<file path="config.mk">
export PLATFORM = sky130hd
export DESIGN_NAME = alu_cmd_ctrl_flat
export DESIGN_NICKNAME = d
export VERILOG_FILES = /design/src/rtl/alu_cmd_ctrl_if.sv /design/src/rtl/alu_cmd_ctrl.sv /design/src/flat_wrapper.sv
export SDC_FILE = /design/constraint.sdc
export NUM_CORES = 1
export LEC_CHECK = 0
export ABC_AREA = 1
export ABC_CLOCK_PERIOD_IN_PS = 1600
export CORE_MARGIN = 2
export CORE_UTILIZATION = 45
export DETAILED_ROUTE_END_ITERATION = 8
export PLACE_DENSITY = 0.83
export SETUP_SLACK_MARGIN = 0.1
export SLEW_MARGIN = 20
export SYNTH_ARGS = -nofsm -noshare
export SYNTH_HDL_FRONTEND = slang
export SYNTH_SLANG_ARGS = --single-unit
</file>
<file path="constraint.sdc">
create_clock -name clk -period 1.6 [get_ports clk]
set_input_delay 0.16 -clock clk [delete_from_list [all_inputs] [get_ports clk]]
set_output_delay 0.16 -clock clk [all_outputs]
set_load 0.02 [all_outputs]
</file>
<file path="src/rtl/alu_cmd_ctrl_if.sv">
// Bus bundle between the ALU command controller and its RX/TX synchronisers and ALU.
// master = controller side, slave = environment (RX/TX path and ALU).
interface alu_cmd_ctrl_if #(
    parameter int DATA_WIDTH = 8,
    parameter int ALU_WIDTH  = 16,
    parameter int FUN_WIDTH  = 4
);
    logic [DATA_WIDTH-1:0] rx_data;
    logic                  rx_valid;
    logic [ALU_WIDTH-1:0]  alu_a;
    logic [ALU_WIDTH-1:0]  alu_b;
    logic [FUN_WIDTH-1:0]  alu_fun;
    logic                  alu_en;
    logic                  clk_gate_en;
    logic [ALU_WIDTH-1:0]  alu_out;
    logic                  alu_out_valid;
    logic [DATA_WIDTH-1:0] tx_data;
    logic                  tx_valid;
    logic                  tx_ready;
    logic                  busy;
    logic                  err_pulse;

    modport master (
        input  rx_data, rx_valid, alu_out, alu_out_valid, tx_ready,
        output alu_a, alu_b, alu_fun, alu_en, clk_gate_en, tx_data, tx_valid, busy, err_pulse
    );

    modport slave (
        output rx_data, rx_valid, alu_out, alu_out_valid, tx_ready,
        input  alu_a, alu_b, alu_fun, alu_en, clk_gate_en, tx_data, tx_valid, busy, err_pulse
    );
endinterface

</file>
<file path="src/rtl/alu_cmd_ctrl.sv">
// ALU command controller: parses OP/REPEAT frames from RX, runs one ALU operation with a
// timeout, and returns the 16-bit result as two bytes (low first) over valid/ready TX.
module alu_cmd_ctrl #(
    parameter int DATA_WIDTH = 8,
    parameter int ALU_WIDTH  = 16,
    parameter int FUN_WIDTH  = 4,
    parameter int TIMEOUT    = 8
) (
    input  logic           clk,
    input  logic           async_rst,
    alu_cmd_ctrl_if.master bus
);
    localparam int CNT_W = (TIMEOUT > 2) ? $clog2(TIMEOUT) : 1;
    localparam logic [CNT_W-1:0]      CNT_MAX = CNT_W'(TIMEOUT - 1);
    localparam logic [DATA_WIDTH-1:0] CMD_OP  = DATA_WIDTH'(8'hCC);
    localparam logic [DATA_WIDTH-1:0] CMD_RPT = DATA_WIDTH'(8'hDD);

    typedef enum logic [3:0] {
        S_IDLE, S_GET_A0, S_GET_A1, S_GET_B0, S_GET_B1,
        S_GET_FUN, S_ALU_REQ, S_ALU_WAIT, S_TX_LO, S_TX_HI
    } state_t;

    state_t                 r_state, w_next;
    logic                   w_err, w_cap, w_cnt_inc;
    logic [CNT_W-1:0]       r_cnt;
    logic [ALU_WIDTH-1:0]   r_a, r_b;
    logic [FUN_WIDTH-1:0]   r_fun;
    logic [DATA_WIDTH-1:0]  r_res_hi, r_tx_data;
    logic                   r_alu_en, r_gate, r_tx_valid, r_busy, r_err;

    always_ff @(posedge clk or negedge async_rst) begin
        if (!async_rst) r_state <= S_IDLE;
        else            r_state <= w_next;
    end

    always_comb begin
        w_next    = r_state;
        w_err     = 1'b0;
        w_cap     = 1'b0;
        w_cnt_inc = 1'b0;
        case (r_state)
            S_IDLE: if (bus.rx_valid) begin
                if (bus.rx_data == CMD_OP)       w_next = S_GET_A0;
                else if (bus.rx_data == CMD_RPT) w_next = S_GET_FUN;
                else                             w_err  = 1'b1;
            end
            S_GET_A0:  if (bus.rx_valid) w_next = S_GET_A1;
            S_GET_A1:  if (bus.rx_valid) w_next = S_GET_B0;
            S_GET_B0:  if (bus.rx_valid) w_next = S_GET_B1;
            S_GET_B1:  if (bus.rx_valid) w_next = S_GET_FUN;
            S_GET_FUN: if (bus.rx_valid) w_next = S_ALU_REQ;
            S_ALU_REQ: w_next = S_ALU_WAIT;
            S_ALU_WAIT: begin
                if (bus.alu_out_valid) begin
                    w_cap  = 1'b1;
                    w_next = S_TX_LO;
                end else if (r_cnt == CNT_MAX) begin
                    w_err  = 1'b1;
                    w_next = S_IDLE;
                end else begin
                    w_cnt_inc = 1'b1;
                end
            end
            S_TX_LO: if (bus.tx_ready) w_next = S_TX_HI;
            S_TX_HI: if (bus.tx_ready) w_next = S_IDLE;
            default: w_next = S_IDLE;
        endcase
    end

    // Single-bit outputs are registered from the next state so they are glitch-free
    // and line up exactly with the state they describe.
    always_ff @(posedge clk or negedge async_rst) begin
        if (!async_rst) begin
            r_alu_en   <= 1'b0;
            r_gate     <= 1'b0;
            r_tx_valid <= 1'b0;
            r_busy     <= 1'b0;
            r_err      <= 1'b0;
        end else begin
            r_alu_en   <= (w_next == S_ALU_REQ);
            r_gate     <= (w_next == S_ALU_REQ) || (w_next == S_ALU_WAIT);
            r_tx_valid <= (w_next == S_TX_LO) || (w_next == S_TX_HI);
            r_busy     <= (w_next != S_IDLE);
            r_err      <= w_err;
        end
    end

    always_ff @(posedge clk or negedge async_rst) begin
        if (!async_rst) begin
            r_a       <= '0;
            r_b       <= '0;
            r_fun     <= '0;
            r_cnt     <= '0;
            r_res_hi  <= '0;
            r_tx_data <= '0;
        end else begin
            if (bus.rx_valid) begin
                case (r_state)
                    S_GET_A0:  r_a[DATA_WIDTH-1:0]         <= bus.rx_data;
                    S_GET_A1:  r_a[ALU_WIDTH-1:DATA_WIDTH] <= bus.rx_data;
                    S_GET_B0:  r_b[DATA_WIDTH-1:0]         <= bus.rx_data;
                    S_GET_B1:  r_b[ALU_WIDTH-1:DATA_WIDTH] <= bus.rx_data;
                    S_GET_FUN: r_fun                       <= bus.rx_data[FUN_WIDTH-1:0];
                    default: ;
                endcase
            end
            if (r_state == S_ALU_REQ) r_cnt <= '0;
            else if (w_cnt_inc)       r_cnt <= r_cnt + 1'b1;
            // Low byte goes straight to tx_data; only the high byte needs holding.
            if (w_cap) begin
                r_res_hi  <= bus.alu_out[ALU_WIDTH-1:DATA_WIDTH];
                r_tx_data <= bus.alu_out[DATA_WIDTH-1:0];
            end else if (r_state == S_TX_LO && bus.tx_ready) begin
                r_tx_data <= r_res_hi;
            end
        end
    end

    assign bus.alu_a       = r_a;
    assign bus.alu_b       = r_b;
    assign bus.alu_fun     = r_fun;
    assign bus.alu_en      = r_alu_en;
    assign bus.clk_gate_en = r_gate;
    assign bus.tx_data     = r_tx_data;
    assign bus.tx_valid    = r_tx_valid;
    assign bus.busy        = r_busy;
    assign bus.err_pulse   = r_err;
endmodule
</file>
<file path="src/flat_wrapper.sv">
// flat-port wrapper written by rule: the top's interface ports become plain ports
module alu_cmd_ctrl_flat 
#(
    parameter int DATA_WIDTH = 8,
    parameter int ALU_WIDTH  = 16,
    parameter int FUN_WIDTH  = 4,
    parameter int TIMEOUT    = 8
)
  (clk, async_rst, bus_rx_data, bus_rx_valid, bus_alu_out, bus_alu_out_valid, bus_tx_ready, bus_alu_a, bus_alu_b, bus_alu_fun, bus_alu_en, bus_clk_gate_en, bus_tx_data, bus_tx_valid, bus_busy, bus_err_pulse);
  alu_cmd_ctrl_if #(.DATA_WIDTH(DATA_WIDTH), .ALU_WIDTH(ALU_WIDTH), .FUN_WIDTH(FUN_WIDTH)) bus_i ();
  input  logic clk;
  input  logic async_rst;
  input wire logic [$bits(bus_i.rx_data)-1:0] bus_rx_data;
  input wire logic [$bits(bus_i.rx_valid)-1:0] bus_rx_valid;
  input wire logic [$bits(bus_i.alu_out)-1:0] bus_alu_out;
  input wire logic [$bits(bus_i.alu_out_valid)-1:0] bus_alu_out_valid;
  input wire logic [$bits(bus_i.tx_ready)-1:0] bus_tx_ready;
  output wire logic [$bits(bus_i.alu_a)-1:0] bus_alu_a;
  output wire logic [$bits(bus_i.alu_b)-1:0] bus_alu_b;
  output wire logic [$bits(bus_i.alu_fun)-1:0] bus_alu_fun;
  output wire logic [$bits(bus_i.alu_en)-1:0] bus_alu_en;
  output wire logic [$bits(bus_i.clk_gate_en)-1:0] bus_clk_gate_en;
  output wire logic [$bits(bus_i.tx_data)-1:0] bus_tx_data;
  output wire logic [$bits(bus_i.tx_valid)-1:0] bus_tx_valid;
  output wire logic [$bits(bus_i.busy)-1:0] bus_busy;
  output wire logic [$bits(bus_i.err_pulse)-1:0] bus_err_pulse;
  assign bus_i.rx_data = bus_rx_data;
  assign bus_i.rx_valid = bus_rx_valid;
  assign bus_i.alu_out = bus_alu_out;
  assign bus_i.alu_out_valid = bus_alu_out_valid;
  assign bus_i.tx_ready = bus_tx_ready;
  assign bus_alu_a = bus_i.alu_a;
  assign bus_alu_b = bus_i.alu_b;
  assign bus_alu_fun = bus_i.alu_fun;
  assign bus_alu_en = bus_i.alu_en;
  assign bus_clk_gate_en = bus_i.clk_gate_en;
  assign bus_tx_data = bus_i.tx_data;
  assign bus_tx_valid = bus_i.tx_valid;
  assign bus_busy = bus_i.busy;
  assign bus_err_pulse = bus_i.err_pulse;
  alu_cmd_ctrl #(.DATA_WIDTH(DATA_WIDTH), .ALU_WIDTH(ALU_WIDTH), .FUN_WIDTH(FUN_WIDTH), .TIMEOUT(TIMEOUT)) u_core (.clk(clk), .async_rst(async_rst), .bus(bus_i));
endmodule
</file>
==> out/qor.yml <==
synthesis:
  ys_warn_count: 0
  synth.distinct_cells: 24
  syn_area_um2: 2640
  synth.avg_cell_area_um2: 9.37
  netlist_instances: 282
  synthTopCellsByArea: "dfrtp_1, nand2_1, o21ai_1, o21ai_0, nand3_2"
  syn_nets: 313
  synth-seq-cells: 64
  synth-edff-count: 0
  synth_top_flop_cell: "dfrtp_1"
  seq_area_frac_synth_pct: 60.6
  yosys.area.top_type: "dfrtp_1"
  synthTopCellsByCount: "nand2_1, dfrtp_1, o21ai_1"
  synth.most_common_cell: "nand2_1"
  synthArstFlopShare_pct: 100
  yosysTopAreaCellShare_pct: 60.6
placement:
  place_area_um2: 3540
  post-place-ws_ns: -0.0574
  dp_hpwl_um: 4400
  portBuffers: 77
  gp_congestion: 0.810
timing:
  setup_viol: 0
  slew-limit-headroom_pct: 76.6
  layout_min_cycle_time_ns: 1.52
  worst_slew_pin_slew_ns: 0.350
  fmaxAchievable_mhz: 656
  drv_slew: 0
  period_share_pct: 95.3
  rsz0062_at_grt: "yes"
  hold_viol_final: 0
  skew_ns: 0.00405
  setup_slack_ns: 0.0759
worst_setup_path:
  cpPeakStageDelay_ns: 0.37
  endpoint_kind: "register"
  crit_slowest_cell: "dfrtp_1"
  crit_required_ns: 1.80
  reg2reg_depth: 9
  worstSetupStartpointType: "register"
  crit_type: "reg -> reg"
  r2r_slack_ns: 0.08
  critPathArrivalTime_ns: 1.73
  crit_chain: "ha_2 -> ha_4 -> nor2_4 -> nand3_2 -> nand2_4 -> nor2_2 -> nand2_1 -> nor2_1 -> nand3_1"
  worstPathMaxFanout: 5
power:
  irDropWorstVdd_uv: 1040
  power_density_nw_per_um2: 1820
  p_total_uw: 7070
  p_leak_uw: 0.00207
cts:
  cts_tree: "yes"
  clk_latency_ns: 0.33
  clk_pin_slew_ns: 0.06
  clockBufferDepth: 2
  clkSinkCount: 64
  htreeDepth: 3
  cts_buffers: 9
  cts_root_buf: "clkbuf_8"
layout:
  final_area_um2: 3890
  drive_gt1_share_pct: 16.8
  area_growth_syn_to_layout_pct: 47.2
  antenna_cells: 0
  nets: 415
floorplan:
  core_um2: 5570
  die_h_um: 80.6
  io_pins: 78
  num_rows: 27
  die_w_um: 80.6
  dieArea_um2: 6500
  initial_core_util_pct: 47.4
routing:
  vias: 2276
  avgRoutedWirePerCell_um: 14.1
  met1_length_um: 2920
  vias_per_cell: 4.97
  drt_iter0_drc: 175
  ant_nets: 0
  drtPass1Iterations: 4
  drc: 0
  wl_met3_um: 275
  wl_met2_um: 3110
  wl_um: 6450
  maxUsedRoutingLayer: "met4"
grt:
  antenna_found_initial: 0
  grt_use_total_pct: 21.7
  grt_pass1_wl_um: 10600
  grt_pass1_vias: 2267
  grt_overflow: 0
  grt_start_max_net_pins: 65
worst_hold_path:
  hold_class: "in -> async"
run_status:
  status: "finished, final reports clean"
job:
  max-cap-violations: 0
==> worst max-delay path: cells and delay by family, from the launching register on <==
kind	cells	cell delay [ns]
AND/OR/NAND/NOR	7	0.68
flip-flops	1	0.37
adder cells (fa/ha/maj)	2	0.35
==> metal layers <==
metal / vias up / GRT usage (%)
met3: 11 / 4.61
met1: 1082 / 29.0
li1: 1114 / -
met4: 0 / 10.3
met5: - / 0
met2: 69 / 33.8
==> report_power, final <==
part / internal, µW / leakage (µW) / switching (µW)
clock network: 618 / 0.0000842 / 551
logic: 1460 / 0.00117 / 1750
registers: 2300 / 0.000825 / 386
==> layout by cell type, fill, tap and decap left out <==
cell	instances
a21oi_1	1
a31oi_1	2
buf_12	1
buf_2	1
buf_4	19
clkbuf_1	1
clkbuf_8	11
clkdlybuf4s50_1	58
clkinv_2	1
clkinv_4	1
dfrtp_1	62
dfrtp_2	2
dlygate4sd2_1	1
dlygate4sd3_1	1
dlymetal6s2s_1	17
ha_2	1
ha_4	1
inv_1	16
inv_2	4
nand2_1	94
nand2_2	2
nand2_4	3
nand3_1	11
nand3_2	7
nand3b_1	1
nand4_1	2
nor2_1	11
nor2_2	6
nor2_4	3
nor3_2	1
nor3_4	1
o211ai_1	6
o21ai_0	17
o21ai_1	20
==> stage by stage <==
stage,cells,TNS [ns],utilization [%],hold slack [ns]
4_1_cts,450,0,67.1,0.346
2_1_floorplan,282,0,-,-0.136
3_3_place_gp,434,0,63.5,0.195
5_1_grt,458,0,69.8,0.362
6_report,458,0,69.8,0.357
3_5_place_dp,434,-0.0911,63.5,0.201
==> sequential cells by signal (all words and copies together) (netlist names) <==
name                    flops
u_core.r_res_hi             8
u_core.bus.busy             1
u_core.bus.tx_data          8
u_core.bus.clk_gate_en      1
u_core.bus.tx_valid         1
u_core.bus.alu_a           16
u_core.r_state              4
u_core.bus.alu_fun          4
u_core.r_cnt                3
u_core.bus.err_pulse        1
u_core.bus.alu_en           1
u_core.bus.alu_b           16
==> timing repair <==
item	4_1_cts	5_1_grt
endpoints found under the setup margin	14	40
setup buffers	2	8
hold endpoints to repair	64	0
resized for setup	5	31
hold buffers	1	0
pin swaps	1	10
==> layout make-up <==
| type | count | area, µm² |
|---|---|---|
| flip-flops and latches | 64 | 1600 |
| clock inverters | 1 | 5.00 |
| fillers | 413 | 1690 |
| inverters | 21 | 83.8 |
| multi-input cells | 190 | 971 |
| clock buffers | 12 | 155 |
| well taps | 72 | 90.1 |
| repair buffers | 98 | 980 |
==> kinds of logic (layout without fill, tap and decap cells) <==
kind of cell	Yosys count	in the layout	share of synthesized area (%)
AO/OA/AOI/OAI	46	46	9.38
AND/OR/NAND/NOR	142	142	24.3
flip-flops	64	64	60.6
buffers and inverters	28	132	4.78
adder cells (fa/ha/maj)	2	2	0.947
==> path summary, 6_finish.rpt <==
check	from	endpoint
min	async_rst	u_core.bus.alu_b[2]
max reg2reg	u_core.r_cnt[0]	u_core.bus.busy
max	u_core.r_cnt[0]	u_core.bus.busy
min reg2reg	u_core.r_res_hi[4]	u_core.r_res_hi[4]
min in group clk	bus_alu_out[9]	u_core.r_res_hi[1]
max in group asynchronous	async_rst	u_core.r_state[1]
Power figures use the tool's default switching activity.
